### src/rtl/k005297_dmaseq.sv
// K005297 DMA bus-cycle sequencer: ROT8 slot timing, 68000 bus
// arbitration and address-counter control for one page transfer.
module k005297_dmaseq #(
  parameter int MSK_WORDS = 64
) (
  input  logic       i_MCLK,
  input  logic       i_RST,
  input  logic       i_CLK4M_PCEN_n,
  input  logic       i_START,
  input  logic       i_ALD_nB_U,
  input  logic       i_MSK_EN,
  input  logic       i_ABORT,
  input  logic       i_BG_n,
  input  logic       i_AS_n,
  output logic [7:0] o_ROT8,
  output logic       o_ADDR_RST,
  output logic       o_BDRWADDR_INC,
  output logic       o_MSKADDR_INC,
  output logic       o_BR_n,
  output logic       o_BGACK_n,
  output logic       o_DMA_CYC,
  output logic       o_BUSY,
  output logic       o_DONE
);

  typedef enum logic [2:0] {
    IDLE, REQ, OWN, DATA, MASK, REL
  } state_t;

  localparam logic [10:0] MskLim = 11'(MSK_WORDS);

  state_t      state_q, state_d;
  logic [7:0]  rot8_q;
  logic [10:0] cnt_q, cnt_d;
  logic        ald_q, ald_d;
  logic        msk_q, msk_d;
  logic        abort_q, abort_d;
  logic        arst_q, arst_d;
  logic        tick;
  logic [10:0] lim;

  assign tick = ~i_CLK4M_PCEN_n;
  // a 2048-word page wraps the 11-bit counter back to zero
  assign lim  = ald_q ? 11'd256 : 11'd0;

  always_ff @(posedge i_MCLK) begin
    if (tick) begin
      if (i_RST) begin
        state_q <= IDLE;
        rot8_q  <= 8'h01;
        cnt_q   <= '0;
        ald_q   <= 1'b0;
        msk_q   <= 1'b0;
        abort_q <= 1'b0;
        arst_q  <= 1'b0;
      end else begin
        state_q <= state_d;
        rot8_q  <= {rot8_q[6:0], rot8_q[7]};
        cnt_q   <= cnt_d;
        ald_q   <= ald_d;
        msk_q   <= msk_d;
        abort_q <= abort_d;
        arst_q  <= arst_d;
      end
    end
  end

  always_comb begin
    state_d = state_q;
    cnt_d   = cnt_q;
    ald_d   = ald_q;
    msk_d   = msk_q;
    abort_d = abort_q;
    arst_d  = 1'b0;
    unique case (state_q)
      IDLE: begin
        if (i_START) begin
          state_d = REQ;
          arst_d  = 1'b1;
          cnt_d   = '0;
          ald_d   = i_ALD_nB_U;
          msk_d   = i_MSK_EN;
          abort_d = 1'b0;
        end
      end
      REQ: begin
        if (i_ABORT) begin
          state_d = REL;
          abort_d = 1'b1;
        end else if (!i_BG_n && i_AS_n) begin
          state_d = OWN;
        end
      end
      OWN: begin
        if (i_ABORT) begin
          state_d = REL;
          abort_d = 1'b1;
        end else if (rot8_q[7]) begin
          state_d = DATA;
        end
      end
      DATA: begin
        if (i_ABORT) begin
          state_d = REL;
          abort_d = 1'b1;
        end else begin
          if (rot8_q[1]) cnt_d = cnt_q + 11'd1;
          if (rot8_q[7] && cnt_q == lim) begin
            cnt_d   = '0;
            state_d = msk_q ? MASK : REL;
          end
        end
      end
      MASK: begin
        if (i_ABORT) begin
          state_d = REL;
          abort_d = 1'b1;
        end else begin
          if (rot8_q[1]) cnt_d = cnt_q + 11'd1;
          if (rot8_q[7] && cnt_q == MskLim) begin
            cnt_d   = '0;
            state_d = REL;
          end
        end
      end
      REL:     state_d = IDLE;
      default: state_d = IDLE;
    endcase
  end

  assign o_ROT8         = rot8_q;
  assign o_ADDR_RST     = arst_q;
  assign o_BDRWADDR_INC = (state_q == DATA);
  assign o_MSKADDR_INC  = (state_q == MASK);
  assign o_BR_n         = (state_q != REQ);
  assign o_BGACK_n      = !(state_q == OWN || state_q == DATA ||
                            state_q == MASK);
  assign o_DMA_CYC      = (state_q == DATA || state_q == MASK) &&
                          (|rot8_q[6:2]);
  assign o_BUSY         = (state_q != IDLE);
  assign o_DONE         = (state_q == REL) && !abort_q;

endmodule

### config.mk
export PLATFORM = sky130hd
export DESIGN_NAME = k005297_dmaseq
export DESIGN_NICKNAME = d
export VERILOG_FILES = /design/src/rtl/k005297_dmaseq.sv
export SDC_FILE = /design/constraint.sdc
export NUM_CORES = 1
export LEC_CHECK = 0
export CORE_ASPECT_RATIO = 0.7
export CORE_MARGIN = 2
export CORE_UTILIZATION = 56
export CTS_CLUSTER_SIZE = 10
export DETAILED_ROUTE_END_ITERATION = 16
export GPL_TIMING_DRIVEN = 0
export PLACE_DENSITY = 0.84
export SYNTH_ARGS = -nofsm -noshare
export SYNTH_HDL_FRONTEND = slang
export SYNTH_SLANG_ARGS = --single-unit
### constraint.sdc
create_clock -name i_MCLK -period 3.6 [get_ports i_MCLK]
set_clock_uncertainty 0.15 [all_clocks]
set_input_delay 0.54 -clock i_MCLK [delete_from_list [all_inputs] [get_ports i_MCLK]]
set_output_delay 0.54 -clock i_MCLK [all_outputs]
set_load 0.05 [all_outputs]
==> reports/metrics.json <==
{
  "area_delta_synth_final_pct": 23.59,
  "total_die_area_mm2": 0.002964,
  "vias_per_cell": 5.434,
  "power.static_leakage_nw": 0.6089,
  "commonest_non_fill_non_tap_cells_in_the_layout": "26 x edfxtp_1, 24 x clkdlybuf4s50_1, 23 x nor2_1, 9 x nor2b_1",
  "rows": 15,
  "core_region_area_mm2": 0.002440,
  "synth-simple-area-share": 0.2386,
  "drt-initial-drc-count": 107,
  "holdCritStartpoint": "o_ROT8[0]",
  "synth-warning-count": 0,
  "finalMaxSlewViolations": 0,
  "cp.arrival_ns": 2.42,
  "fin_tns_setup_ns": 0,
  "htreeDepth": 1,
  "port-buffer-count": 24,
  "synth_area_mm2": 0.001421,
  "dp_hpwl_um": 2131,
  "detailedPlace.worstSlack_ns": 0.7576,
  "global_route_wire_length_before_repair_um": 4636,
  "clock_root_cell": "clkbuf_4",
  "final.fill_count": 191,
  "cts_setup_buffers": 0,
  "crit_path_max_fanout": 10,
  "power.density_cell_area_mw_per_mm2": 412.4,
  "drt.antenna.violating_nets": 0,
  "fmax_ghz": 0.3211,
  "drtPass1Iterations": 4,
  "postLayoutCellArea_mm2": 0.001757,
  "antenna_diode_count": 0,
  "synth.top_cells.by_area": "edfxtp_1 55%, nor2_1 6.1%, xor2_1 4.9%, nor2b_1 4.0%, nand3_1 2.8%",
  "detail_route.wl_per_cell_um": 14.53,
  "hold_buffers": 0,
  "floorplan.die.height_um": 46.15,
  "hold_path_class": "reg2reg",
  "finalWeightedCongestion": 0.8171,
  "synthesized_area_fraction_occupied_by_adder_cells": 0.02465,
  "antenna_found_initial": 0,
  "ffs_latches_synth": 26,
  "cts.sink_count": 26,
  "period_share": 0.8652,
  "numCtsBuffers": 3,
  "fin_nets": 174,
  "yosysSeqAreaShare": 0.5493,
  "cts.reportedPaths.clkPinSlew_ns": 0.14,
  "syn-instance-count": 134,
  "post-route-min-period_ns": 3.115,
  "synth.lib_cells_used.distinct": 34,
  "critPathCaptureType": "output port",
  "syn_area_per_cell_um2": 10.61,
  "cts_repair_resize_count": 0,
  "drt_drc": 0,
  "cp-startpoint": "state_q[0]",
  "asyncSetResetFlopFracSynth": 0,
  "crit-reg2reg-launch": "state_q[0]",
  "first_global_vias": 991,
  "grt_setup_unrepaired": "no",
  "worst-endpoint-required_ns": 2.91,
  "muxShareOfSynthArea": 0.007042,
  "cp_cell_sequence": "clkbuf_1 -> or2_2 -> nor2_1 -> inv_1 -> clkdlybuf4s50_1",
  "crit_path_start_kind": "flop",
  "dominantRegCellSynth": "edfxtp_1",
  "outcome": "completed",
  "grt_overflow_total": 0,
  "grt_start_max_net_pins": 16,
  "largest_family_of_logic_cells_by_synthesized_area": "simple AND/OR/NAND/NOR gates",
  "synth-edff-count": 26,
  "synth_largest_area_cell": "edfxtp_1",
  "finalWirelength_um": 2848,
  "totalPowerFinal_mw": 0.7244,
  "max_stage_delay_ns": 0.72,
  "detailed_place.area_mm2": 0.001704,
  "cts.path.max_buffers": 2,
  "synth-xor-area-share": 0.07394,
  "worst_slew_pin_slew_ns": 0.5483,
  "mappedNetlistNets": 145,
  "finish.utilization": 0.7200,
  "layout_commonest_cell": "edfxtp_1",
  "io_pins": 25,
  "final-hold-violation-count": 0,
  "final_critical_path_setup_slack_ns": 0.4853,
  "initial_core_util": 0.5826,
  "critPathKind": "reg2out",
  "vias": 1065,
  "synthDominantCellAreaShare": 0.5493,
  "ir_drop_uv": 306.0,
  "max-cap-violations": 0,
  "grt_util_all_layers": 0.2121,
  "die_width_um": 64.22,
  "worst_skew_pair.late_latency_ns": 0.32,
  "cts_tree": "done",
  "final_layout_size_suffix_gt1_frac": 0.06790,
  "setup-violations-final": 0,
  "timing.max_slew.rel_slack": 0.6345,
  "timing.critical_path.slowest_stage_cell": "clkdlybuf4s50_1",
  "synth-compound-area-share": 0.06690
}
==> state kept, by name (all words and copies together) (netlist names) <==
signal      flops
msk_q           1
o_ROT8          8
abort_q         1
cnt_q          11
state_q         3
ald_q           1
o_ADDR_RST      1
==> logic make-up after synthesis <==
logic type,after synthesis
AO/OA/AOI/OAI,15
AND/OR/NAND/NOR,64
adder cells (fa/ha/maj),3
multiplexers,1
XOR/XNOR,12
buffers and inverters,13
flip-flops,26
==> per-layer routing <==
| metal | global-route usage | vias to the layer above | wire, um |
|---|---|---|---|
| li1 | - | 527 | - |
| met5 | 0 | - | 0 |
| met4 | 0.02553 | 0 | 14 |
| met3 | 0.05379 | 2 | 178 |
| met1 | 0.2772 | 505 | 1256 |
| met2 | 0.3771 | 31 | 1397 |
==> per-stage QoR <==
step / hold slack, ns / cells
after CTS: 0.4535 / 196
after floorplan: 0.4545 / 134
after global routing: 0.5156 / 196
after detailed placement: 0.4125 / 192
after global placement: 0.4113 / 192
final: 0.4476 / 196
==> cell type report <==
cell class | count | area [um2] | area share
plain buffers | 6 | 30.03 | 0.01709
clock inverters | 1 | 30.03 | 0.01709
clock buffers | 3 | 22.52 | 0.01282
inverters | 7 | 26.28 | 0.01496
repair buffers | 24 | 240.2 | 0.1368
flip-flops and latches | 26 | 780.7 | 0.4444
well taps | 34 | 42.54 | 0.02422
multi-input cells | 95 | 584.3 | 0.3326
==> path summary, 6_finish.rpt <==
path | slack (ns) | cells past startpoint | to
setup reg to reg | 1.17 | 7 | cnt_q[0]
setup / recovery | 0.49 | 5 | o_BUSY
hold reg to reg | 0.45 | 1 | o_ROT8[1]
hold / removal | 0.45 | 1 | o_ROT8[1]
==> Yosys cell counts, types with 2 or more instances <==
master	instances
inv_1	7
o31a_1	2
nand3_1	8
nor2b_1	9
nor3_1	4
nand4_1	2
nand2_1	3
edfxtp_1	26
or2_2	2
nor4_1	2
a21oi_1	7
ha_1	2
clkbuf_1	5
nor3b_1	2
nor2_1	23
xor2_1	8
nor4b_1	2
xnor2_1	4
==> critical path: cells and delay by family, from the launching register on <==
| family | cells | cell delay (ns) |
|---|---|---|
| flip-flops | 1 | 0.39 |
| buffers and inverters | 3 | 1.07 |
| AND/OR/NAND/NOR | 2 | 0.64 |
==> power by group <==
part | internal [mW] | switching (mW)
Clock | 0.113 | 0.0853
Sequential | 0.356 | 0.0175
Combinational | 0.0565 | 0.0964
Total | 0.525 | 0.199
(Power assumes the default switching activity.)
